[src/rtl/spi_pkg.sv]
// Shared types and constants for the SPI register responder.
package spi_pkg;

  typedef enum logic [1:0] {
    IDLE    = 2'd0,
    CMD     = 2'd1,
    WR_DATA = 2'd2,
    RD_DATA = 2'd3
  } spi_state_e;

  localparam int CMD_WR_BIT = 7;
  localparam int SPI_BYTE_W = 8;

endpackage

[src/rtl/spi_sync_edge.sv]
// Three-flop synchroniser for an asynchronous SPI pin with rise/fall detection.
module spi_sync_edge (
  input  logic clk_in,
  input  logic rst_n,
  input  logic pin,
  output logic sync,
  output logic rise,
  output logic fall
);

  logic [2:0] sr;

  // Resetting to 0 means a CS held low through reset never shows a falling
  // edge, so the responder only wakes on a fresh CS fall.
  always_ff @(posedge clk_in or negedge rst_n) begin
    if (!rst_n) sr <= 3'b000;
    else        sr <= {sr[1:0], pin};
  end

  assign sync = sr[1];
  assign rise = sr[1] & ~sr[2];
  assign fall = ~sr[1] & sr[2];

endmodule

[src/rtl/spi_reg_responder.sv]
// SPI mode-0 responder serving a byte-addressed register file with burst auto-increment.
// Optional build macro SPI_RESP_RO_EN: RO_MASK marks registers read-only from SPI.
module spi_reg_responder
  import spi_pkg::*;
#(
  parameter int                  NUM_REGS = 16,
  parameter int                  ADDR_W   = $clog2(NUM_REGS),
  parameter logic [NUM_REGS-1:0] RO_MASK  = '0
) (
  input  logic                  clk_in,
  input  logic                  rst_n,
  input  logic                  spi_sck,
  input  logic                  spi_cs_n,
  input  logic                  spi_mosi,
  output logic                  spi_miso,
  output logic                  spi_miso_oe,
  input  logic                  host_we,
  input  logic [ADDR_W-1:0]     host_addr,
  input  logic [SPI_BYTE_W-1:0] host_wdata,
  output logic [SPI_BYTE_W-1:0] host_rdata,
  output logic                  wr_strobe,
  output logic [ADDR_W-1:0]     wr_addr,
  output logic [SPI_BYTE_W-1:0] wr_data,
  output logic                  frame_done,
  output logic                  busy
);

  spi_state_e state_q, state_d;

  logic sck_unused, sck_rise, sck_fall;
  logic cs_s, cs_rise, cs_fall;
  logic mosi_meta, mosi_s;

  logic [SPI_BYTE_W-1:0] regs [NUM_REGS];
  logic [2:0]            bit_cnt;
  logic [6:0]            rx_shift;
  logic [SPI_BYTE_W-1:0] rx_byte;
  logic [SPI_BYTE_W-1:0] tx_shift;
  logic [ADDR_W-1:0]     addr;
  logic [ADDR_W-1:0]     cmd_addr;
  logic                  byte_done;
  logic                  active;
  logic                  wr_ok;

  spi_sync_edge u_sck (
    .clk_in (clk_in),
    .rst_n  (rst_n),
    .pin    (spi_sck),
    .sync   (sck_unused),
    .rise   (sck_rise),
    .fall   (sck_fall)
  );

  spi_sync_edge u_cs (
    .clk_in (clk_in),
    .rst_n  (rst_n),
    .pin    (spi_cs_n),
    .sync   (cs_s),
    .rise   (cs_rise),
    .fall   (cs_fall)
  );

  always_ff @(posedge clk_in or negedge rst_n) begin
    if (!rst_n) begin
      mosi_meta <= 1'b0;
      mosi_s    <= 1'b0;
    end else begin
      mosi_meta <= spi_mosi;
      mosi_s    <= mosi_meta;
    end
  end

`ifdef SPI_RESP_RO_EN
  assign wr_ok = !RO_MASK[addr];
`else
  logic ro_mask_unused;
  assign ro_mask_unused = ^RO_MASK;
  assign wr_ok          = 1'b1;
`endif

  assign rx_byte  = {rx_shift, mosi_s};
  assign cmd_addr = rx_byte[ADDR_W-1:0];
  assign active   = (state_q != IDLE) && !cs_rise;

  always_ff @(posedge clk_in or negedge rst_n) begin
    if (!rst_n) state_q <= IDLE;
    else        state_q <= state_d;
  end

  always_comb begin
    state_d   = state_q;
    byte_done = sck_rise && (bit_cnt == 3'd7);
    case (state_q)
      IDLE:    if (cs_fall) state_d = CMD;
      CMD:     if (byte_done) state_d = rx_byte[CMD_WR_BIT] ? WR_DATA : RD_DATA;
      default: ;
    endcase
    if (cs_rise) state_d = IDLE;
  end

  always_ff @(posedge clk_in or negedge rst_n) begin
    if (!rst_n) begin
      for (int i = 0; i < NUM_REGS; i++) regs[i] <= '0;
      bit_cnt    <= '0;
      rx_shift   <= '0;
      tx_shift   <= '0;
      addr       <= '0;
      host_rdata <= '0;
      wr_strobe  <= 1'b0;
      wr_addr    <= '0;
      wr_data    <= '0;
      frame_done <= 1'b0;
    end else begin
      wr_strobe  <= 1'b0;
      frame_done <= cs_rise && (state_q != IDLE);
      host_rdata <= regs[host_addr];
      // Host write first: an SPI write to the same register below overrides it.
      if (host_we) regs[host_addr] <= host_wdata;

      if ((cs_fall && state_q == IDLE) || cs_rise) begin
        bit_cnt <= '0;
      end else if (active && sck_rise) begin
        bit_cnt  <= bit_cnt + 3'd1;
        rx_shift <= rx_byte[6:0];
        if (byte_done) begin
          case (state_q)
            CMD: begin
              addr <= cmd_addr;
              if (!rx_byte[CMD_WR_BIT]) begin
                tx_shift <= regs[cmd_addr];
                addr     <= cmd_addr + 1'b1;
              end
            end
            WR_DATA: begin
              if (wr_ok) begin
                regs[addr] <= rx_byte;
                wr_strobe  <= 1'b1;
                wr_addr    <= addr;
                wr_data    <= rx_byte;
              end
              addr <= addr + 1'b1;
            end
            RD_DATA: begin
              tx_shift <= regs[addr];
              addr     <= addr + 1'b1;
            end
            default: ;
          endcase
        end
      end else if (active && sck_fall && state_q == RD_DATA && bit_cnt != 3'd0) begin
        // The fall right after a byte boundary must keep the freshly loaded MSB.
        tx_shift <= {tx_shift[6:0], 1'b0};
      end
    end
  end

  assign busy        = (state_q != IDLE);
  assign spi_miso_oe = busy;
  assign spi_miso    = (state_q == RD_DATA) & tx_shift[7];

endmodule

[config.mk]
export PLATFORM = sky130hd
export DESIGN_NAME = spi_reg_responder
export DESIGN_NICKNAME = d
export VERILOG_FILES = /design/src/rtl/spi_pkg.sv /design/src/rtl/spi_sync_edge.sv /design/src/rtl/spi_reg_responder.sv
export SDC_FILE = /design/constraint.sdc
export NUM_CORES = 1
export LEC_CHECK = 0
export CAP_MARGIN = 20
export CELL_PAD_IN_SITES_DETAIL_PLACEMENT = 2
export CELL_PAD_IN_SITES_GLOBAL_PLACEMENT = 2
export CORE_ASPECT_RATIO = 0.75
export CORE_MARGIN = 5
export CORE_UTILIZATION = 45
export DETAILED_ROUTE_END_ITERATION = 8
export GPL_ROUTABILITY_DRIVEN = 0
export GPL_TIMING_DRIVEN = 0
export PLACE_DENSITY_LB_ADDON = 0.1
export SLEW_MARGIN = 30
export SYNTH_ARGS = -nofsm -noshare
export SYNTH_HDL_FRONTEND = slang
export SYNTH_SLANG_ARGS = --single-unit
[constraint.sdc]
create_clock -name clk_in -period 3.1 [get_ports clk_in]
set_input_delay 0.62 -clock clk_in [delete_from_list [all_inputs] [get_ports clk_in]]
set_output_delay 0.62 -clock clk_in [all_outputs]
set_load 0.05 [all_outputs]
# Word-level counts from Yosys, hierarchy flattened

Index checks and enable logic that the tools add are counted.

Add/subtract/negate cells: 3
Bitwise gates (word level): 13
Magnitude comparators: 5
Equal/unequal tests: 9
Reduce and logical (&&, ||, !) cells: 25
Muxes and demuxes: 38

Operator list:

| kind                                                      | count |
|---|---|
| two-way mux 128 bit                                       | 5 |
| bitwise mux 128 bit                                       | 2 |
| binary-select mux 8 bit (select 4 bit)                    | 3 |
| two-way mux 8 bit                                         | 12 |
| demux 8 bit (select 4 bit)                                | 2 |
| case mux 8 bit (2 select lines)                           | 1 |
| greater-or-equal comparator 5 bit (second input constant) | 3 |
| inverter 4 -> 5 bit                                       | 3 |
| logical AND 1 bit                                         | 10 |
| < comparator 5 x 1 -> 1 bit (second input constant)       | 2 |
| inequality test 3 bit (second input constant)             | 3 |
| adder 4 x 1 -> 4 bit (second input constant)              | 2 |
| case mux 4 bit (2 select lines)                           | 1 |
| AND reduction 4 bit                                       | 2 |
| nonzero test 2 bit                                        | 4 |
| two-way mux 2 bit                                         | 3 |
| two-way mux 3 bit                                         | 2 |
| nonzero test 3 bit                                        | 2 |
| bitwise AND 1 bit                                         | 5 |
| two-way mux 1 bit                                         | 5 |
| inverter 1 bit                                            | 5 |
| AND reduction 5 bit                                       | 1 |
| == test 2 bit (second input constant)                     | 2 |
| two-way mux 4 bit                                         | 1 |
| other kinds (12)                                          | 12 |

Logic and storage cells: 123
Input bits: 18
Register bits: 182
Output and inout bits: 25

# Logic depth before layout (Yosys ltp)

Gate-level depths: netlist (run 1).

Depth after elaboration: 12
Depth in mapped cells: 10
Gate-level depth less buffers: 7

# Hierarchy

From an unflattened synthesis (run 1), not the netlist that was laid out.

Cell total of the unflattened synthesis: 1072
Area total of the unflattened synthesis: 11751.3 um^2

By module, submodules not included:

| module            | cells an instance | times used | area an instance (um^2) | sequential area each (um^2) |
|---|---|---|---|---|
| spi_reg_responder | 1062              | 1          | 11571.1                 | 4404.2 |
| spi_sync_edge     | 5                 | 2          | 90.1                    | 75.1 |

# Worst setup path after synthesis (run 1)

No wires, ideal clock.

Path kind: input-to-reg
From: input port host_addr[0]
To: register host_rdata[0]
Setup time: 0.138 ns
Buffers on the path: 2
Path slack: 0.922 ns
Cell stages on the path: 4
Arrival: 2.039 ns
Cells stage by stage: buf_4 -> buf_2 -> mux4_2 -> mux4_2

Longest elaborated chain between the ends: 4

RTL lines:

| item                                                 | RTL line                 | source |
|---|---|---|
| start, declared                                      | spi_reg_responder.sv:18  | `input logic [ADDR_W-1:0] host_addr,` |
| inverter 4 -> 5 bit (implied by the code)            | spi_reg_responder.sv:116 | `host_rdata <= regs[host_addr];` |
| binary-select mux 8 bit (select 4 bit)               | spi_reg_responder.sv:116 |  |
| two-way mux 8 bit (implied by the code) (2 in a row) | spi_reg_responder.sv:116 |  |
| end signal, assigned                                 | spi_reg_responder.sv:116 |  |
| end, declared                                        | spi_reg_responder.sv:20  | `output logic [SPI_BYTE_W-1:0] host_rdata,` |

Every way passes these cells. The select of a mux whose other input is x is not followed.
A chain may end at the register's enable or synchronous reset.

# Worst setup path in the final report (run 1)

From: register addr[0]
To: register regs[120] in the netlist's numbering

Longest elaborated chain between the ends: 10
Elaborated cells on any way between the ends: 11

RTL lines:

| item                                                                                                   | RTL line                 | source |
|---|---|---|
| start, declared                                                                                        | spi_reg_responder.sv:39  | `logic [ADDR_W-1:0] addr;` |
| start signal, assigned                                                                                 | spi_reg_responder.sv:128 | `addr <= cmd_addr;` |
| start signal, assigned                                                                                 | spi_reg_responder.sv:131 | `addr <= cmd_addr + 1'b1;` |
| start signal, assigned                                                                                 | spi_reg_responder.sv:141 | `addr <= addr + 1'b1;` |
| inverter 4 -> 5 bit (implied by the code) (*)                                                          | spi_reg_responder.sv:136 | `regs[addr] <= rx_byte;` |
| greater-or-equal comparator 5 bit (implied by the code) or < comparator 5 x 1 -> 1 bit (tied branches) | spi_reg_responder.sv:136 |  |
| logical AND 1 bit (implied by the code)                                                                | spi_reg_responder.sv:136 |  |
| two-way mux 8 bit (implied by the code)                                                                | spi_reg_responder.sv:136 |  |
| demux 8 bit (select 4 bit) (*)                                                                         | spi_reg_responder.sv:136 |  |
| bitwise mux 128 bit (*)                                                                                | spi_reg_responder.sv:136 |  |
| two-way mux 128 bit (*)                                                                                | spi_reg_responder.sv:126 | `case (state_q)` |
| two-way mux 128 bit (*)                                                                                | spi_reg_responder.sv:125 | `if (byte_done) begin` |
| two-way mux 128 bit (*)                                                                                | spi_reg_responder.sv:122 | `end else if (active && sck_rise) begin` |
| two-way mux 128 bit (*)                                                                                | spi_reg_responder.sv:120 | `if ((cs_fall && state_q == IDLE) \|\| cs_rise) begin` |
| end signal, assigned by index                                                                          | spi_reg_responder.sv:118 | `if (host_we) regs[host_addr] <= host_wdata;` |
| end signal, assigned by index                                                                          | spi_reg_responder.sv:136 |  |
| end, declared                                                                                          | spi_reg_responder.sv:34  | `logic [SPI_BYTE_W-1:0] regs [NUM_REGS];` |

Mark *: on every way between the ends. The rest lies on a longest branch, timed or not.

==> results of run 1 <==
-- final cells by class --
type | count | area, um^2
multi-input combinational | 742 | 6485
timing repair buffer | 42 | 465.4
buffer | 92 | 508.0
fill | 2507 | 12070
tap | 338 | 422.9
clock inverter | 13 | 146.4
sequential | 182 | 4554
clock buffer | 18 | 439.2
inverter | 15 | 56.30
-- worst paths after layout --
path                       slack [ns]         end  cells after the start  startpoint
max reg2reg                      0.07   regs[120]                     10     addr[0]
min reg2reg                      0.36      mosi_s                      0   mosi_meta
max in group asynchronous        1.95    regs[51]                      3       rst_n
max                              0.07   regs[120]                     10     addr[0]
min in group clk_in              0.36      mosi_s                      0   mosi_meta
min                              0.05  wr_data[4]                      1       rst_n
-- metrics by stage --
stage	setup slack (ns)	std cells	TNS [ns]	area [um^2]	total power, uW
2_1_floorplan	0.9223	1032	0	11590	5056
6_report	0.06720	1442	0	13080	9052
3_3_place_gp	-6.649	1410	-1204.46	12410	6340
3_5_place_dp	-0.1274	1412	-0.6898	12480	6548
5_1_grt	0.01104	1442	0	13080	9228
4_1_cts	0.03008	1442	0	13060	8846
-- cell usage after synthesis (6+ instances only) --
cell type and count:
nor2_2 9, dfrtp_1 182, buf_4 15, a221oi_1 10, a21oi_1 138, o21ai_0 16
nand2_1 27, nand3_1 7, ha_1 10, inv_1 13, mux2i_1 152, mux2_2 36
nand2b_1 11, nand4_1 18, buf_6 6, mux4_1 15, buf_2 22, clkbuf_1 39
buf_1 8, nor2_1 138, o221ai_1 6, mux4_2 73
-- where the power goes --
part           internal [uW]  switching (uW)  total, uW
clock network           1220            1070       2290
logic                   1260            1890       3150
registers               2840             781       3620
total                   5310            3740       9050
-- registers in the layout, indices dropped and copies added, names as in the netlist --
signal	flops
regs	128
mosi_meta	1
bit_cnt	3
wr_addr	4
u_sck.sr	3
frame_done	1
u_cs.sr	3
host_rdata	8
wr_strobe	1
wr_data	8
rx_shift	7
state_q	2
tx_shift	8
addr	4
mosi_s	1
-- logic make-up after synthesis --
family | after synthesis
buf+inv | 108
flops | 182
xor+xnor | 3
simple gates | 246
mux | 276
compound gates | 207
fa+ha+maj | 10
-- repair_timing --
action,4_1_cts,5_1_grt
gates resized for setup,1,3
endpoints found under the setup margin,9,4
gates cloned,0,0
-- layer usage --
layer  vias to the layer above  track usage [%]  share of wire [%]
li1                       3989                -                  -
met1                      5349            48.30                 40
met2                       679            53.75                 42
met3                       163            16.82                 13
met4                         2            17.90                5.4
met5                         -                0              0.024
==> metrics.yaml, run 1 <==
placement:
  dp_hpwl_um: 39310
  io_buffers: 40
drt:
  drtIter0Drc: 1236
  first_pass_iters: 5
  wl_per_cell_um: 37.50
  via_per_inst: 7.061
  routed_wl_um: 54070
  drc: 0
  ant_nets: 0
  vias: 10182
setup_path:
  path_max_fanout: 10
  cpLargestDelayFamily: "buffers and inverters"
  end_kind: "flip-flop"
  slowest_delay_ns: 0.52
  cp.arrival_ns: 3.35
  required_ns: 3.42
  crit_type: "reg -> reg"
  critPathMostFrequentCell: "buf_6"
  cp_cell_sequence: "buf_6 -> buf_6 -> buf_6 -> buf_4 -> inv_1 -> ha_1 -> nand4_1 -> clkbuf_1 -> nor2_1 -> a21oi_1"
  cpMaxStageDelayCell: "ha_1"
  startpoint_type: "flip-flop"
  crit_buf_inv: 6
global_routing:
  grt_first_pass_wirelength_um: 77880
  grt_pass1_vias: 11062
  grt_use_total_pct: 37.38
  grt_max_degree: 70
  grt_overflow: 0
  antenna_found_initial: 1
clock_network:
  clockBufferDepth: 2
  h-tree-depth: 4
  cts_buffers: 17
  cts_root_buffer: "clkbuf_16"
  cts_tree: "yes"
  postCtsSetupBuffers: 0
  cts_hold_buf: 0
  path_clk_slew_ns: 0.08
  clock_latency_ns: 0.47
  cts_sinks: 182
hold_path:
  min_path_type: "in -> async"
floorplan:
  die_h_um: 149.0
  num_rows: 50
  pin_count: 43
  die_area_um2: 29090
  die_width_um: 195.3
  placeableCoreArea_um2: 25150
  initial_core_util_pct: 46.07
power_and_ir_drop:
  leakage_uw: 0.005444
  powerDensity_nw_per_um2: 692.2
  peakVddDrop_uv: 514.2
sta:
  fin_crit_sh_pct: 97.83
  rsz0062_at_grt: "no"
  whs_ns: 0.05107
  worstMarginPinSlew_ns: 1.091
  skew_ns: 0.01507
  finalSetupViolations: 0
  fmax_mhz: 329.7
  finalCriticalPeriod_ns: 3.033
  hold_viol: 0
  relSlewSlack_pct: 27.28
  final-max-slew-violation-count: 0
logic_synthesis:
  synth_top_area_share_pct: 39.30
  ys.flop_type: "dfrtp_1"
  synth_fa_ha_area_share_pct: 1.080
  synth_area_um2: 11590
  synthMuxAreaShare_pct: 34.22
  avgSynthCellArea_um2: 11.23
  synth_nets: 1060
  synth_area_leaders: "dfrtp_1 39%, mux4_2 14%, mux2i_1 13%, a21oi_1 6.0%, nor2_1 4.5%"
  synth-xor-area-share_pct: 0.2268
  synth-warning-count: 0
  yosysUniqueCellTypes: 56
  synth-async-reset-ratio_pct: 100.0
  synth_area_leader_cell: "dfrtp_1"
  seq_area_frac_synth_pct: 39.30
  postSynthCellCount: 1032
  synth-edff-count: 0
  ys_ff_latch: 182
  synth_top_family_by_area: "multiplexers"
  synth-simple-area-share_pct: 9.934
  synth_compound_area_share_pct: 10.44
final_layout:
  fin_nets: 1120
  layout_commonest_cell: "dfrtp_1"
  drive_gt1_share_pct: 19.75
  final_util_pct: 52.00
  final_cell_mix: "182 x dfrtp_1, 152 x mux2i_1, 138 x nor2_1, 138 x a21oi_1, 73 x mux4_2"
  area_growth_pct: 12.86
  antenna_cells: 0
flow_run:
  drv_cap: 0
status:
  outcome: "complete, no violations"
(Power assumes the default switching activity.)
==> inputs of run 2 (changes only) <==
--- a/config.mk
+++ b/config.mk
@@ -11,6 +11,7 @@
 export CORE_ASPECT_RATIO = 0.75
 export CORE_MARGIN = 5
 export CORE_UTILIZATION = 45
+export CTS_BUF_LIST = sky130_fd_sc_hd__clkbuf_16
 export DETAILED_ROUTE_END_ITERATION = 8
 export GPL_ROUTABILITY_DRIVEN = 0
 export GPL_TIMING_DRIVEN = 0
==> metrics.yaml, run 2 (synthesis gave the netlist of run 1 again) <==
global_routing:
  grt_max_degree: 70  # unchanged
  grt_first_pass_wirelength_um: 78600  # +0.92%
  grt_pass1_vias: 11009  # -0.48%
  grt_overflow: 0  # unchanged
  grt_use_total_pct: 37.74  # +0.37 points
  antenna_found_initial: 2  # +1
clock_network:
  cts_sinks: 182  # unchanged
  clockBufferDepth: 2  # unchanged
  clock_latency_ns: 0.47  # about the same
  cts_buffers: 17  # unchanged
  h-tree-depth: 4  # unchanged
  path_clk_slew_ns: 0.08  # about the same
  cts_tree: "yes"
  cts_hold_buf: 0  # unchanged
  cts_root_buffer: "clkbuf_16"
  postCtsSetupBuffers: 0  # unchanged
power_and_ir_drop:
  p_int_uw: 5290  # -0.46%
  swShare_pct: 41.48  # +0.19 points
  peakVddDrop_uv: 523.1  # +1.7%
  p_seq_share_pct: 40.1  # about the same
  p_total_uw: 9039  # -0.14%
  combPwrFrac_pct: 34.9  # about the same
  powerDensity_nw_per_um2: 691.0  # -0.18%
  clock_power_share_pct: 25.0  # -0.3 points
  leakage_uw: 0.005439  # about the same
  switchingPower_uw: 3749  # +0.32%
drt:
  wl_met2_um: 23100  # +2.1%
  highest_layer: "met5"
  wl_per_cell_um: 37.83  # +0.89%
  routed_wl_um: 54590  # +0.96%
  drc: 0  # unchanged
  wl_met3_um: 7238  # +2.4%
  via_per_inst: 7.060  # about the same
  ant_nets: 0  # unchanged
  drtIter0Drc: 1189  # -3.8%
  drt-met1-wl_um: 21200  # -1.0%
  first_pass_iters: 6  # +1
  vias: 10187  # +0.049%
setup_path:
  end_kind: "flip-flop"
  startpoint_type: "flip-flop"
  cp.arrival_ns: 3.34  # about the same
  path_max_fanout: 10  # unchanged
  worst_r2r_endpoint: "regs[120]"
  reg2reg_depth: 10  # unchanged
  reg2reg_from: "addr[0]"
  rrSetupSlack_ns: 0.08  # +0.02 ns
  crit_type: "reg -> reg"
  required_ns: 3.43  # about the same
sta:
  skew_ns: 0.01405  # -0.001012 ns
  whs_ns: 0.04422  # -0.006850 ns
  hold_viol: 0  # unchanged
  fin_crit_sh_pct: 97.29  # -0.54 points
  fmax_mhz: 331.6  # +0.56%
  finalSetupViolations: 0  # unchanged
  final-max-slew-violation-count: 0  # unchanged
  finalCriticalPeriod_ns: 3.016  # -0.01689 ns
  worstMarginPinSlew_ns: 1.090  # -0.0006995 ns
  relSlewSlack_pct: 27.33  # +0.047 points
  rsz0062_at_grt: "no"
final_layout:
  final_util_pct: 52.02  # about the same
  largest_reg_flops: 128  # unchanged
  drive_gt1_share_pct: 19.55  # -0.20 points
  area_growth_pct: 12.90  # about the same
  antenna_cells: 0  # unchanged
  fillers: 2520  # +0.52%
  fin_nets: 1121  # +0.089%
  final_cell_mix: "182 x dfrtp_1, 152 x mux2i_1, 138 x nor2_1, 138 x a21oi_1, 73 x mux4_2"
  layout_commonest_cell: "dfrtp_1"
  design_area_um2: 13080  # about the same
  regMostFlops: "regs"
hold_path:
  min_path_type: "in -> async"
floorplan:
  die_area_um2: 29090  # unchanged
  initial_core_util_pct: 46.07  # unchanged
  die_width_um: 195.3  # unchanged
  num_rows: 50  # unchanged
  placeableCoreArea_um2: 25150  # unchanged
  die_h_um: 149.0  # unchanged
  pin_count: 43  # unchanged
status:
  outcome: "complete, no violations"
placement:
  dp_hpwl_um: 39310  # unchanged
  io_buffers: 40  # unchanged
  dpl_cell_area_um2: 12480  # unchanged
flow_run:
  drv_cap: 0  # unchanged
## run 2: timing repair
| action | 4_1_cts | 5_1_grt |
|---|---|---|
| endpoints found under the hold margin | 0 | 0 |
| setup endpoints to repair | 9 | 5 |
| cloned | 0 | 0 |
| resized for setup | 1 | 4 |
## run 2: worst max-delay path by stage
stage	start	endpoint
2_1_floorplan	host_addr[0]	host_rdata[0]
3_3_place_gp	rst_n	regs[44]
3_5_place_dp	addr[1]	regs[48]
4_1_cts	state_q[0]	spi_miso_oe
5_1_grt	addr[0]	regs[125]
6_report	addr[0]	regs[120]
## run 2: power by group through the flow
stage	registers [uW]	logic [uW]	clock network [uW]
after floorplan	3280	1770	0
after global placement	3490	2850	0
after detailed placement	3560	2990	0
after CTS	3530	3040	2280
after global routing	3610	3220	2390
final	3620	3160	2260
## run 2: area by class of cell
cell class              count  area (um^2)  area share, %
multi-input cells         742         6491          49.62
flip-flops and latches    182         4554          34.81
plain buffers              92        505.5          3.864
repair buffers             43        476.7          3.644
clock buffers              17        425.4          3.252
well taps                 338        422.9          3.233
clock inverters            14        150.1          1.148
inverters                  15        56.30         0.4304
## run 2: per-layer routing
metal | vias to the layer above | GRT usage [%]
li1 | 3999 | -
met3 | 198 | 17.45
met5 | - | 0
met4 | 4 | 18.18
met2 | 704 | 54.75
met1 | 5282 | 48.03
## run 2: through the flow
| stage | setup slack [ns] | instances | setup TNS (ns) |
|---|---|---|---|
| after floorplan | 0.9223 | 1032 | 0 |
| after global placement | -6.649 | 1410 | -1204.46 |
| after detailed placement | -0.1274 | 1412 | -0.6898 |
| after CTS | 0.02736 | 1442 | 0 |
| after global routing | 0.07929 | 1443 | 0 |
| final | 0.08409 | 1443 | 0 |
## run 2: worst max-delay path, stage by stage (launching register included)
cell and delay [ns]:
dfrtp_1 0.42, buf_6 0.17, buf_6 0.17, buf_6 0.17, buf_4 0.21, inv_1 0.17, ha_1 0.51, nand4_1 0.43
clkbuf_1 0.36, nor2_1 0.17, a21oi_1 0.06
